`config.mk`:
```
export PLATFORM = sky130hd
export DESIGN_NAME = arcade_input_cond
export DESIGN_NICKNAME = d
export VERILOG_FILES = /design/src/rtl/arcade_input_cond.sv
export SDC_FILE = /design/constraint.sdc
export NUM_CORES = 1
export LEC_CHECK = 0
export ABC_AREA = 0
export CORE_MARGIN = 2
export CORE_UTILIZATION = 62
export DETAILED_ROUTE_END_ITERATION = 7
export DONT_BUFFER_PORTS = 1
export GPL_TIMING_DRIVEN = 0
export PLACE_DENSITY = 0.78
export SKIP_CTS_REPAIR_TIMING = 1
export SLEW_MARGIN = 20
export SYNTH_ARGS = -nofsm -noshare
export SYNTH_HDL_FRONTEND = slang
export SYNTH_SLANG_ARGS = --single-unit
```
`constraint.sdc`:
```
create_clock -name CLK -period 3.45 [get_ports CLK]
set_input_delay 0.69 -clock CLK [delete_from_list [all_inputs] [get_ports CLK]]
set_output_delay 0.69 -clock CLK [all_outputs]
set_load 0.1 [all_outputs]
```
`src/rtl/arcade_input_cond.sv`:
```
// arcade_input_cond: keyboard/joystick conditioning with a timed coin pulse generator.
// Define PS2_KEYS_EN to compile in the PS/2 key decoder; otherwise only the joysticks drive the outputs.
module arcade_input_cond #(
  parameter logic [19:0] COIN_PULSE = 20'd600000,
  parameter logic [19:0] COIN_GAP   = 20'd600000
) (
  input  logic        CLK,
  input  logic        RESET,
  input  logic        ENA_6,
  input  logic [10:0] ps2_key,
  input  logic [15:0] joystick_0,
  input  logic [15:0] joystick_1,
  input  logic        rotate,
  output logic [7:0]  in0_reg,
  output logic [7:0]  in1_reg,
  output logic        coin_busy
);
  typedef enum logic [1:0] {IDLE, PULSE, GAP} state_t;
  state_t state_q, state_d;
  logic [19:0] cnt_q, cnt_d;
  logic req_prev_q, armed_q, busy_q, busy_d;
  logic [7:0] in0_q, in0_d, in1_q, in1_d, keys;
  logic [15:0] joy;
  logic up, down, left, right, fire, req1, req2, req, rise, idle_d, unused_bits;
`ifdef PS2_KEYS_EN
  logic [7:0] keys_q, keys_d;
  logic tog_q;
  // keys bits: 0 up, 1 down, 2 left, 3 right, 4 space, 5 ctrl, 6 F1, 7 F2
  always_comb begin
    keys_d = keys_q;
    if (ps2_key[10] != tog_q) begin
      if (ps2_key[7:0] == 8'h75) keys_d[0] = ps2_key[9];
      if (ps2_key[7:0] == 8'h72) keys_d[1] = ps2_key[9];
      if (ps2_key[7:0] == 8'h6B) keys_d[2] = ps2_key[9];
      if (ps2_key[7:0] == 8'h74) keys_d[3] = ps2_key[9];
      if (ps2_key[8:0] == 9'h029) keys_d[4] = ps2_key[9];
      if (ps2_key[8:0] == 9'h014) keys_d[5] = ps2_key[9];
      if (ps2_key[8:0] == 9'h005) keys_d[6] = ps2_key[9];
      if (ps2_key[8:0] == 9'h006) keys_d[7] = ps2_key[9];
    end
  end
  always_ff @(posedge CLK or posedge RESET)
    if (RESET) begin
      keys_q <= 8'h00;
      tog_q  <= 1'b0;
    end else begin
      keys_q <= keys_d;
      tog_q  <= ps2_key[10];
    end
  assign keys = keys_q;
  assign unused_bits = ^joy[15:7];
`else
  assign keys = 8'h00;
  assign unused_bits = ^{joy[15:7], ps2_key};
`endif
  assign joy   = joystick_0 | joystick_1;
  assign up    = rotate ? keys[2] | joy[1] : keys[0] | joy[3];
  assign down  = rotate ? keys[3] | joy[0] : keys[1] | joy[2];
  assign left  = rotate ? keys[1] | joy[2] : keys[2] | joy[1];
  assign right = rotate ? keys[0] | joy[3] : keys[3] | joy[0];
  assign fire  = keys[4] | keys[5] | joy[4];
  assign req1  = keys[6] | joy[5];
  assign req2  = keys[7] | joy[6];
  assign req   = req1 | req2;
  // armed_q blocks a request held across reset until it has been seen released
  assign rise  = req & ~req_prev_q & armed_q;
  assign idle_d = state_d == IDLE;
  always_comb begin
    state_d = state_q;
    cnt_d   = cnt_q;
    if (state_q == IDLE) begin
      if (rise) begin
        state_d = PULSE;
        cnt_d   = COIN_PULSE - 20'd1;
      end
    end else if (ENA_6) begin
      if (cnt_q != 20'd0) cnt_d = cnt_q - 20'd1;
      else if (state_q == PULSE) begin
        state_d = GAP;
        cnt_d   = COIN_GAP - 20'd1;
      end else state_d = IDLE;
    end
    in0_d  = ~{2'b00, state_d == PULSE, 1'b0, down, right, left, up};
    in1_d  = ~{1'b0, req2 & idle_d, req1 & idle_d, fire, 4'b0000};
    busy_d = ~idle_d;
  end
  always_ff @(posedge CLK or posedge RESET)
    if (RESET) begin
      state_q    <= IDLE;
      cnt_q      <= 20'd0;
      req_prev_q <= 1'b0;
      armed_q    <= 1'b0;
      in0_q      <= 8'hFF;
      in1_q      <= 8'hFF;
      busy_q     <= 1'b0;
    end else begin
      state_q    <= state_d;
      cnt_q      <= cnt_d;
      req_prev_q <= req;
      armed_q    <= armed_q | ~req;
      in0_q      <= in0_d;
      in1_q      <= in1_d;
      busy_q     <= busy_d;
    end
  assign in0_reg   = in0_q;
  assign in1_reg   = in1_q;
  assign coin_busy = busy_q;
endmodule

```
==> metrics.txt, run 1 <==
Initial Util=64.59%; largest net degree at the start of global routing=34; drt pass-1 iters=4; H-tree levels=2; final worst setup slack=680.1 ps; EDFF count, synth=0; FF+latch area=835.8 um^2; Setup TNS=0 ps; number of global-route vias before repair=1,326; HPWL after DPL=2558 um; Tcrit/Tclk final=80.29%; Worst-Margin Slew=910.4 ps; CP required=3670 ps; GP Congestion=0.8594; number of fillers in the final layout=209; Final Max Slew Viols=0; Yosys cell types=44; Tot GR Track Use=22.79%; wire per inst=15.02 um; Worst Skew=10.54 ps; ant diodes=0; Max Freq=361.0 MHz; CP arrival=2990 ps; Hold/Removal Path Class=input port to asynchronous set/reset pin; Tot Pwr=864.6 uW; Max-cap violations=0; core area=2710 um^2; Post-synth ARST share=100.0%; Critical Path Slowest Stage Cell=or4b_2; commonest non-fill, non-tap cells in the layout=25 x dfrtp_1, 16 x nor2_1, 12 x o21ai_0, 12 x nand3_1, 10 x or4_1; FP Rows=19; Port Buffers=0; drt via density=6.330; clock slew at reported path FFs=100 ps; DRT iter0 DRCs=69; CTS Buf Count=5; register area share after synthesis=47.75%; unrepaired setup endpoints after global routing=false; Layout Nets=240; Remaining DRCs=0; layout cell share with drive strength beyond 1=18.65%; fin crit period=2770 ps; worst skew pair latency=330 ps; Rel. slew slack=38.75%; initial antenna violation count=0; DR vias=1,418; CP startpoint kind=flop; CTS tree=yes; CP Cell Sequence=or4_4, or4b_2, o21ai_1, buf_6, o21ai_0, o311ai_0; Finish-stage setup viols=0; Top-Level Pins=64; die area=3264 um^2; Placed Cells=216; syn avg cell area=9.834 um^2; pre-CTS WS=710.9 ps; most common cell after layout, fill and taps aside=dfrtp_1; Final Hold Fails=0; first-pass GRT wire length=5823 um; post-route insts no fill=224; WS Path Type=flop to flop; leakage=0.6826 nW; Root Driver=clkbuf_4; post-route ant nets=0; Synthesis Warnings=0; area of the multi-input gates=824.5 um^2; die span in x=57.14 um; PwrDens=461.3 nW/um^2; height of the die=57.14 um; grt ovf=0; worst vdd ir=0.4557 mV; hold slack=313.3 ps; mapped cell area=1750 um^2; maximum root-to-sink buffer count=2; CTS Sinks=33; synthesis-stage register bit count=33; area grow syn2layout=7.077%; status=completed; drt total wl=3364 um; Cells after Synth=178; crit end category=flop; Top FF cell, synth=dfrtp_1; Crit path largest cell delay=680 ps; CP max FO=10; max reg flops=20
==> power breakdown <==
group	internal, mW	switching [mW]
logic	0.0462	0.0897
clock network	0.100	0.119
registers	0.428	0.0817
total	0.574	0.290
==> area by class of cell <==
type / count / area share, %
plain buffers: 13 / 5.007
clock buffers: 8 / 3.138
inverters: 6 / 1.202
multi-input cells: 133 / 43.99
flip-flops and latches: 33 / 44.59
well taps: 31 / 2.069
==> path summary, 6_finish.rpt <==
kind | from | end | slack, ps | cells after the start
worst max-delay path | cnt_q[13]$_DFFE_PP0P_ | cnt_q[7]$_DFFE_PP0P_ | 680 | 6
worst min-delay path | RESET | cnt_q[1]$_DFFE_PP0P_ | 310 | 1
worst max register to register | cnt_q[13]$_DFFE_PP0P_ | cnt_q[7]$_DFFE_PP0P_ | 680 | 6
worst min register to register | armed_q$_DFF_PP0_ | armed_q$_DFF_PP0_ | 480 | 1
max in group asynchronous | RESET | cnt_q[11]$_DFFE_PP0P_ | 2710 | 1
min in group CLK | joystick_0[4] | in1_reg[4]$_DFF_PP1_ | 370 | 1
==> metal layers <==
layer	vias to the layer above	wire length [um]	track usage, %
met5	-	0	0
li1	685	-	-
met3	7	168	4.082
met4	0	62	9.635
met2	42	1686	39.08
met1	684	1447	28.36
==> through the flow <==
stage | utilization [%] | instance area (um^2)
detailed placement | 66.99 | 1815
floorplan | - | 1777
CTS | 69.16 | 1874
global route | 69.16 | 1874
finish | 69.16 | 1874
global placement | 66.99 | 1815
==> logic make-up (layout without fill, tap and decap cells) <==
kind of cell | Yosys count | after routing | synth area share [%]
AO/OA/AOI/OAI | 40 | 40 | 15.15
XOR/XNOR | 1 | 1 | 0.5004
adder cells (fa/ha/maj) | 1 | 1 | 0.7147
buffers and inverters | 19 | 27 | 6.648
flip-flops | 33 | 33 | 47.75
multiplexers | 5 | 5 | 3.145
other | 1 | 8 | 0.2142
AND/OR/NAND/NOR | 78 | 78 | 25.88
==> critical path: cells and delay by family (launching register included) <==
family	cells	cell delay (ps)
flops	1	450
compound gates	3	720
buf+inv	1	220
simple gates	2	1280
==> Yosys cell counts, types with 2 or more instances <==
| cell | n | area [um^2] |
|---|---|---|
| buf_4 | 8 | 60.06 |
| nand2_1 | 8 | 30.03 |
| a21oi_1 | 7 | 35.03 |
| or4_4 | 2 | 22.52 |
| mux2_2 | 4 | 45.04 |
| o31ai_1 | 5 | 37.54 |
| nor2_1 | 16 | 60.06 |
| o21a_1 | 2 | 15.01 |
| dfrtp_1 | 25 | 625.6 |
| o211ai_1 | 2 | 15.01 |
| inv_1 | 6 | 22.52 |
| nor4_1 | 6 | 37.54 |
| or4_1 | 10 | 75.07 |
| nor3_1 | 3 | 15.01 |
| o21ai_0 | 12 | 60.06 |
| buf_6 | 2 | 22.52 |
| clkbuf_1 | 3 | 11.26 |
| dfstp_2 | 8 | 210.2 |
| nand2b_1 | 3 | 18.77 |
| o41ai_1 | 3 | 26.28 |
| or3_1 | 8 | 50.05 |
| nand3_1 | 12 | 60.06 |
| o21ai_1 | 2 | 10.01 |
(Power assumes the default switching activity.)
==> run 2, diff against run 1 <==
Clock period 3.45 ns to 2.7 ns, I/O delays scaled along.
==> run 2 against run 1 <==
  * Wire length grew 7.3%
  * Cell area is 6.1% higher
  * Flip-flop and latch count did not move
  * Clock power grew 28%
  * Via count is 2.8% higher
  * Largest power group unchanged
==> metrics.txt, run 2 (synthesis results as in run 1) <==
status=completed; grt ovf=0 (unchanged); drt total wl=3611 um (+7.3%); Crit path largest cell delay=540 ps (-140 ps); GP Congestion=0.8594 (unchanged); CP Cell Sequence=or4_4, or3_4, or4_4, a221o_1, buf_6, o21a_1; DRT iter0 DRCs=63 (-8.7%); Rel. slew slack=42.41% (+3.7 points); leakage=0.7418 nW (+8.7%); ant diodes=0 (unchanged); Top-Level Pins=64 (unchanged); unrepaired setup endpoints after global routing=true; Port Buffers=0 (unchanged); largest net degree at the start of global routing=34 (unchanged); Critical Path Slowest Stage Cell=or4_4; drt via density=6.307 (-0.36%); Reg2Reg Depth=6 (unchanged); CTS Buf Count=5 (unchanged); Finish-stage setup viols=0 (unchanged); CP startpoint kind=flop; CP bufs+invs=1 (unchanged); Layout Nets=247 (+2.9%); WS Path Type=flop to flop; die area=3264 um^2 (unchanged); Max Freq=375.6 MHz (+4.0%); DR vias=1,457 (+2.8%); CTS tree=yes; Tot GR Track Use=22.79% (unchanged); maximum root-to-sink buffer count=2 (unchanged); Final Max Slew Viols=0 (unchanged); Hold/Removal Path Class=input port to asynchronous set/reset pin; initial antenna violation count=0 (unchanged); fin crit period=2662 ps (-107.6 ps); CP max FO=5 (-5); FP Rows=19 (unchanged); crit end category=flop; Crit path depth=6 (unchanged); number of global-route vias before repair=1,326 (unchanged); Root Driver=clkbuf_4; Initial Util=64.59% (unchanged); core area=2710 um^2 (unchanged); Cell Area, Placed=1815 um^2 (unchanged); die span in x=57.14 um (unchanged); Final Hold Fails=0 (unchanged); HPWL after DPL=2558 um (unchanged); height of the die=57.14 um (unchanged); worst skew pair latency=330 ps (about the same); drt pass-1 iters=4 (unchanged); commonest non-fill, non-tap cells in the layout=24 x dfrtp_1, 16 x nor2_1, 14 x buf_4; area grow syn2layout=13.58%; CP required=2920 ps (-750 ps); H-tree levels=2 (unchanged); worst vdd ir=0.5949 mV (+31%); first-pass GRT wire length=5823 um (unchanged); Most common cell on crit path=or4_4; PwrDens=563.2 nW/um^2 (+22%); max reg flops=20 (unchanged); post-route ant nets=0 (unchanged); Worst-Margin Slew=864.4 ps (-45.98 ps); CTS Sinks=33 (unchanged); layout cell share with drive strength beyond 1=25.50% (+6.8 points); Tcrit/Tclk final=98.60% (+18 points); clock slew at reported path FFs=100 ps (about the same); wire per inst=15.63 um (+4.1%); Max-cap violations=0 (unchanged); family with the most delay on the worst path=simple AND/OR/NAND/NOR gates; CP arrival=2890 ps (-100 ps); Final Cell Area=1988 um^2 (+6.1%); most common cell after layout, fill and taps aside=dfrtp_1; Tot Pwr=1.120 mW (+30%); Remaining DRCs=0 (unchanged); Worst Skew=10.33 ps (-0.2107 ps)
-- run 2: metal layers --
metal | vias to the layer above | part of all wire (%) | track usage (%)
met2 | 41 | 50 | 39.08
li1 | 707 | - | -
met4 | 0 | 1.9 | 9.635
met1 | 701 | 43 | 28.36
met5 | - | 0 | 0
met3 | 8 | 5.0 | 4.082
-- run 2: cell type report --
class                      instances  area (um^2)
buffer                            13        93.84
clock buffer                       8        58.81
fill                             187        721.9
inverter                           6        22.52
multi-input combinational        133        887.1
sequential                        33        837.1
tap                               31        38.79
timing repair buffer               7        50.05
-- run 2: worst paths after layout --
| kind | from | endpoint | slack (ps) |
|---|---|---|---|
| worst max-delay path | cnt_q[14]$_DFFE_PP0P_ | cnt_q[11]$_DFFE_PP0P_ | 40 |
| worst min-delay path | RESET | cnt_q[1]$_DFFE_PP0P_ | 160 |
| worst max register to register | cnt_q[14]$_DFFE_PP0P_ | cnt_q[11]$_DFFE_PP0P_ | 40 |
| worst min register to register | armed_q$_DFF_PP0_ | armed_q$_DFF_PP0_ | 480 |
| max in group asynchronous | RESET | cnt_q[13]$_DFFE_PP0P_ | 2070 |
| min in group CLK | joystick_0[4] | in1_reg[4]$_DFF_PP1_ | 220 |
-- run 2: metrics by stage --
stage	setup TNS (ps)	cells	worst slack, ps	util (%)	hold WS [ps]
4_1_cts	-84.96	224	-55.72	69.16	182.6
3_5_place_dp	-45.97	216	-39.08	66.99	452.3
3_3_place_gp	0	216	44.96	66.99	442.8
6_report	0	231	37.70	73.36	158.1
5_1_grt	-19.47	231	-19.47	73.36	214.0
2_1_floorplan	0	185	188.0	-	424.8
-- run 2: worst reg2reg max path, stage by stage (launching register included) --
cell	delay [ps]
dfrtp_1	420
or4_4	540
or3_4	420
or4_4	510
a221o_1	410
buf_6	160
o21a_1	100
-- run 2: report_power, final --
part | switching, mW | internal (mW)
registers | 0.114 | 0.546
logic | 0.116 | 0.0627
clock network | 0.153 | 0.128
total | 0.382 | 0.737
==> run 3, diff against run 2 <==
Settings changed: CORE_UTILIZATION 62 to 40, PLACE_DENSITY 0.78 to 0.54, SKIP_CTS_REPAIR_TIMING 1 to unset.
==> run 3 against run 2 <==
  * Die area grew 51%
  * Largest cell class unchanged
  * Core utilization shrank 27 points
  * Cell area grew 0.94%
  * Clock power grew 35%
  * Sequential share of layout area shrank 0.39 points
  * Largest power group unchanged
==> metrics.txt, run 3 (synthesis results as in run 1) <==
status=completed; clock slew at reported path FFs=70 ps (-30 ps); initial antenna violation count=0 (unchanged); Final Cell Area=2007 um^2 (+0.94%); Worst-Margin Slew=859.0 ps (-5.428 ps); H-tree levels=2 (unchanged); number of fillers in the final layout=414 (+120%); post-route ant nets=0 (unchanged); final worst setup slack=71.29 ps (+33.60 ps); CP startpoint=cnt_q[16]$_DFFE_PP0P_; family with the most delay on the worst path=simple AND/OR/NAND/NOR gates; Initial Util=40.76% (-24 points); Final Max Slew Viols=0 (unchanged); CP Cell Sequence=or4_4, or3_4, or4_4, a221o_1, buf_6, o21a_1; WL met2=1811 um (+0.28%); WS Path Type=flop to flop; unrepaired setup endpoints after global routing=false; Critical Path Slowest Stage Cell=or4_4; DR vias=1,414 (-3.0%); Tcrit/Tclk final=97.36% (-1.2 points); post-route insts no fill=249 (+7.8%); ant diodes=0 (unchanged); Layout Nets=244 (-1.2%); layout cell share with drive strength beyond 1=23.86% (-1.6 points); highest metal used=met4; Cell Area, Placed=1842 um^2 (+1.4%); CTS tree=yes; die area=4921 um^2 (+51%); die span in x=70.15 um (+23%); max reg flops=20 (unchanged); largest net degree at the start of global routing=34 (unchanged); drt pass-1 iters=4 (unchanged); pre-CTS WS=-76.14 ps (-37.06 ps); Crit path largest cell delay=570 ps (+30 ps); Finish-stage setup viols=0 (unchanged); Tot GR Track Use=16.49% (-6.3 points); Max-cap violations=0 (unchanged); PwrDens=602.2 nW/um^2 (+6.9%); area grow syn2layout=14.65%; first-pass GRT wire length=6334 um (+8.8%); core area=4294 um^2 (+58%); maximum root-to-sink buffer count=2 (unchanged); Hold/Removal Path Class=input port to asynchronous set/reset pin; CP max FO=10 (+5); height of the die=70.15 um (+23%); DRT iter0 DRCs=47 (-25%); Final Hold Fails=0 (unchanged); CTS Buf Count=5 (unchanged); Top-Level Pins=64 (unchanged); number of global-route vias before repair=1,307 (-1.4%); Most common cell on crit path=or4_4; drt via density=5.679 (-10%); crit end category=flop; FP Rows=24 (+5); Reg-to-Reg Start=cnt_q[16]$_DFFE_PP0P_; fin crit period=2629 ps (-33.60 ps); CTS Sinks=33 (unchanged); wl on met1=1785 um (+15%); Placed Cells=237 (+9.7%); CP bufs+invs=1 (unchanged); commonest non-fill, non-tap cells in the layout=24 x dfrtp_1, 16 x nor2_1, 12 x o21ai_0, 12 x nand3_1, 12 x buf_4; WL met3=134 um (-25%); Rel. slew slack=42.77% (+0.36 points); drt total wl=3813 um (+5.6%); Max Freq=380.4 MHz (+1.3%); grt ovf=0 (unchanged); HPWL after DPL=2735 um (+6.9%); worst vdd ir=0.3284 mV (-45%); GP Congestion=0.7973 (-7.2%); most common cell after layout, fill and taps aside=dfrtp_1; leakage=0.7464 nW (+0.63%); worst skew pair latency=290 ps (-40 ps); Worst Skew=8.517 ps (-1.814 ps); Remaining DRCs=0 (unchanged); CP startpoint kind=flop; CP arrival=2810 ps (-80 ps); Root Driver=clkbuf_8; wire per inst=15.31 um (-2.0%); CP required=2880 ps (-40 ps); Port Buffers=0 (unchanged)
[run 3: what timing repair did]
item | CTS | global route
hold buffers | 0 | 0
setup buffers | 0 | 4
pin swaps | 0 | 2
endpoints found under the setup margin | 13 | 16
endpoints found under the hold margin | 0 | 0
gates resized for setup | 3 | 7
[run 3: final timing paths]
| kind | endpoint | slack (ps) | cells past startpoint |
|---|---|---|---|
| max | cnt_q[11]$_DFFE_PP0P_ | 70 | 6 |
| min | cnt_q[7]$_DFFE_PP0P_ | 230 | 1 |
| max reg2reg | cnt_q[11]$_DFFE_PP0P_ | 70 | 6 |
| min reg2reg | armed_q$_DFF_PP0_ | 460 | 1 |
| max in group asynchronous | cnt_q[13]$_DFFE_PP0P_ | 1980 | 1 |
| min in group CLK | in1_reg[4]$_DFF_PP1_ | 280 | 1 |
[run 3: area by class of cell]
type / instances / area, um^2 / area share [%]
multi-input combinational: 133 / 867.1 / 43.20
inverter: 6 / 22.52 / 1.122
timing repair buffer: 4 / 30.03 / 1.496
tap: 52 / 65.06 / 3.242
clock buffer: 8 / 90.09 / 4.489
buffer: 13 / 95.09 / 4.738
sequential: 33 / 837.1 / 41.71
[run 3: layer usage]
metal	vias up	GRT usage (%)
met3	6	3.463
li1	695	-
met4	0	8.547
met2	28	25.40
met1	685	21.83
met5	-	0
[run 3: through the flow]
step                hold WS [ps]  power [mW]  TNS, ps  util, %
global route               270.8       1.272        0    46.74
floorplan                  424.8      0.7960        0        -
global placement           442.8      0.8231   -30.07    42.89
finish                     229.1       1.209        0    46.74
detailed placement         444.6      0.8305   -268.5    42.89
CTS                        253.1       1.217        0    45.48
[run 3: power by group]
| part | leakage [nW] | internal, mW | switching (mW) |
|---|---|---|---|
| logic | 0.341 | 0.0606 | 0.114 |
| clock network | 0.0455 | 0.208 | 0.172 |
| registers | 0.360 | 0.547 | 0.106 |
| total | 0.746 | 0.816 | 0.393 |
[run 3: worst reg2reg max path, stage by stage, from the launching register on]
cell	delay, ps
dfrtp_1	400
or4_4	570
or3_4	380
or4_4	550
a221o_1	370
buf_6	160
o21a_1	100
==> RTL edit: new RTL, config.mk and constraints of run 1 <==
Build with the macro `PS2_KEYS_EN` defined.
--- a/src/rtl/arcade_input_cond.sv
+++ b/src/rtl/arcade_input_cond.sv
@@ -1,4 +1,6 @@
 // arcade_input_cond: keyboard/joystick conditioning with a timed coin pulse generator.
 // Define PS2_KEYS_EN to compile in the PS/2 key decoder; otherwise only the joysticks drive the outputs.
+`define PS2_KEYS_EN
+
 module arcade_input_cond #(
   parameter logic [19:0] COIN_PULSE = 20'd600000,
Check against the original RTL: not equivalent (Yosys sat finds a counterexample within 4 cycles, from zero or initial values and one cycle with RESET high).
==> RTL edit against run 1 <==
Via count increased by 31%; area after synthesis grew 28%; cell area increased by 29%; power up 49%; sequential cell count increased by 9; worst setup slack worse by 32 ps; cell count rose by 27%; core utilization rose by 1.8 points; wire length grew 48%; global-route usage increased by 4.3 points; largest cell class is now multi-input gates.
==> RTL edit: results (changes against run 1) <==
stage,metric,value,unit,change
drt,top_layer,met4,,unchanged
status,outcome,completed,,unchanged
global_routing,grt_pass1_vias,1975,,"was 1,326"
global_routing,use_met3,0.0792,,was 0.0408
drt,wl_met3,348,µm,was 168 µm
drt,wl_met1,1.94,mm,was 1.45 mm
clocking,clkLatencyLatePin,350,ps,was 330 ps
place,numPortBuffers,0,,unchanged
critical_path,worst_ep_arrival_time,3040,ps,was 2990 ps
finish,nets,285,,was 240
drt,first_pass_iters,4,,unchanged
place,gp_congestion,0.843,,was 0.859
power_and_ir_drop,p_leak,0.916,nW,was 0.683 nW
sta,clock_skew,10.8,ps,was 10.5 ps
power_and_ir_drop,p_sw,535,µW,was 290 µW
logic_synthesis,netlist_top_cells_area,"dfrtp_1 38%, dfstp_2 9.4%, mux2_2 5.0%",,"was dfrtp_1 36%, dfstp_2 12%, or4_1 4.3%"
critical_path,critPathMaxStageDelay,910,ps,was 680 ps
drt,first_iter_violations,156,,was 69
global_routing,grt_use_met1,0.300,,was 0.284
finish,drive_gt1_frac,0.206,,was 0.187
clocking,htree_num_levels,2,,unchanged
drt,routed_wl,4.96,mm,was 3.36 mm
hold_path,hold_path.class,primary input to asynchronous set/reset pin,,unchanged
logic_synthesis,async_flop_share,1.00,,unchanged
power_and_ir_drop,vdd_drop_max,0.000398,V,was 0.000456 V
sta,relSlewSlack,0.246,,was 0.387
clocking,cts_root_buf,clkbuf_4,,unchanged
drt,met2RoutedLength,2.55,mm,was 1.69 mm
clocking,cts_buffer_depth,2,,unchanged
logic_synthesis,synth_seq_area_share,0.472,,was 0.477
global_routing,grt_first_pass_wirelength,8.63,mm,was 5.82 mm
critical_path,critPathSlowestCell,nor3b_1,,was or4b_2
clocking,clk_pin_slew,130,ps,was 100 ps
critical_path,crit_fanout,10,,unchanged
global_routing,grt_use_total,0.271,,was 0.228
logic_synthesis,yosysWarnings,0,,unchanged
place,dpl.hpwl,3.70,mm,was 2.56 mm
finish,antenna_cells,0,,unchanged
global_routing,met2_usage,0.469,,was 0.391
logic_synthesis,synth_commonest_cells,"34 x dfrtp_1, 22 x nand2_1, 14 x nor2_1",,"was 25 x dfrtp_1, 16 x nor2_1, 12 x nand3_1, 12 x o21ai_0, 10 x or4_1"
global_routing,grt_max_degree,24,,was 34
drt,dr_total_vias,1862,,"was 1,418"
logic_synthesis,synth_cell_type_count,52,,was 44
==> RTL edit: cell count changes in the layout (fill, tap and decap cells not counted), sizes merged, moves of 3 or more <==
cell	delta
or3	-4
nand2	+14
dfrtp	+9
and3	+3
nor4	+5
xnor2	+6
nand3	-4
nor3	+6
nor4b	+3
mux2	+6
nand3b	+3
or4	-8
==> RTL edit: layout make-up <==
class	instances	area, µm²
Buffer	13	91.3
Clock buffer	7	55.1
Clock inverter	1	5.00
Fill cell	268	991
Inverter	6	22.5
Multi-Input combinational cell	168	1100
Sequential cell	42	1060
Tap cell	46	57.6
Timing Repair Buffer	1	27.5
==> RTL edit: worst max-delay path: cells and delay by family, from the launching register on <==
kind                     cells  cell delay [ps]
buffers and inverters        2              290
AND/OR/NAND/NOR              3             1350
flip-flops                   1              450
AO/OA/AOI/OAI                2              410
adder cells (fa/ha/maj)      1              170
==> RTL edit: cells by family (layout without fill, tap and decap cells) <==
logic type,Yosys count,count (layout),share of synthesized area
and+or+nand+nor,98,98,0.256
AOI/OAI and AO/OA,45,45,0.141
DFF,42,42,0.472
buffers and inverters,19,28,0.0507
muxes,10,10,0.0501
xor gates and xnor gates,6,6,0.0234
adders and majority gates,1,1,0.00557
other,1,8,0.00167
==> RTL edit: worst paths after layout <==
kind | start | to | slack [ps] | depth (start not counted)
worst min-delay path | RESET | cnt_q[5]$_DFFE_PP0P_ | 220 | 1
worst max-delay path | cnt_q[0]$_DFFE_PP0P_ | cnt_q[15]$_DFFE_PP0P_ | 650 | 8
min in group CLK | joystick_0[4] | in1_reg[4]$_DFF_PP1_ | 360 | 1
worst min register to register | keys[4]$_DFFE_PP0P_ | in1_reg[4]$_DFF_PP1_ | 410 | 1
max in group asynchronous | RESET | in1_reg[5]$_DFF_PP1_ | 2670 | 2
worst max register to register | cnt_q[0]$_DFFE_PP0P_ | cnt_q[15]$_DFFE_PP0P_ | 650 | 8
==> RTL edit: power groups by stage <==
stage	Combinational [mW]	Clock [mW]	Sequential (mW)
finish	0.256	0.258	0.774
global route	0.283	0.282	0.782
CTS	0.255	0.260	0.774
detailed placement	0.253	0	0.782
global placement	0.238	0	0.778
floorplan	0.206	0	0.766
==> RTL edit: metrics by stage <==
| step | setup slack, ps | std cells | cell area, µm² | hold slack (ps) |
|---|---|---|---|---|
| final | 648 | 284 | 2420 | 217 |
| after global routing | 538 | 284 | 2420 | 227 |
| after CTS | 712 | 284 | 2420 | 230 |
| after detailed placement | 771 | 276 | 2360 | 385 |
| after global placement | 872 | 275 | 2330 | 382 |
| after floorplan | 1210 | 229 | 2270 | 366 |
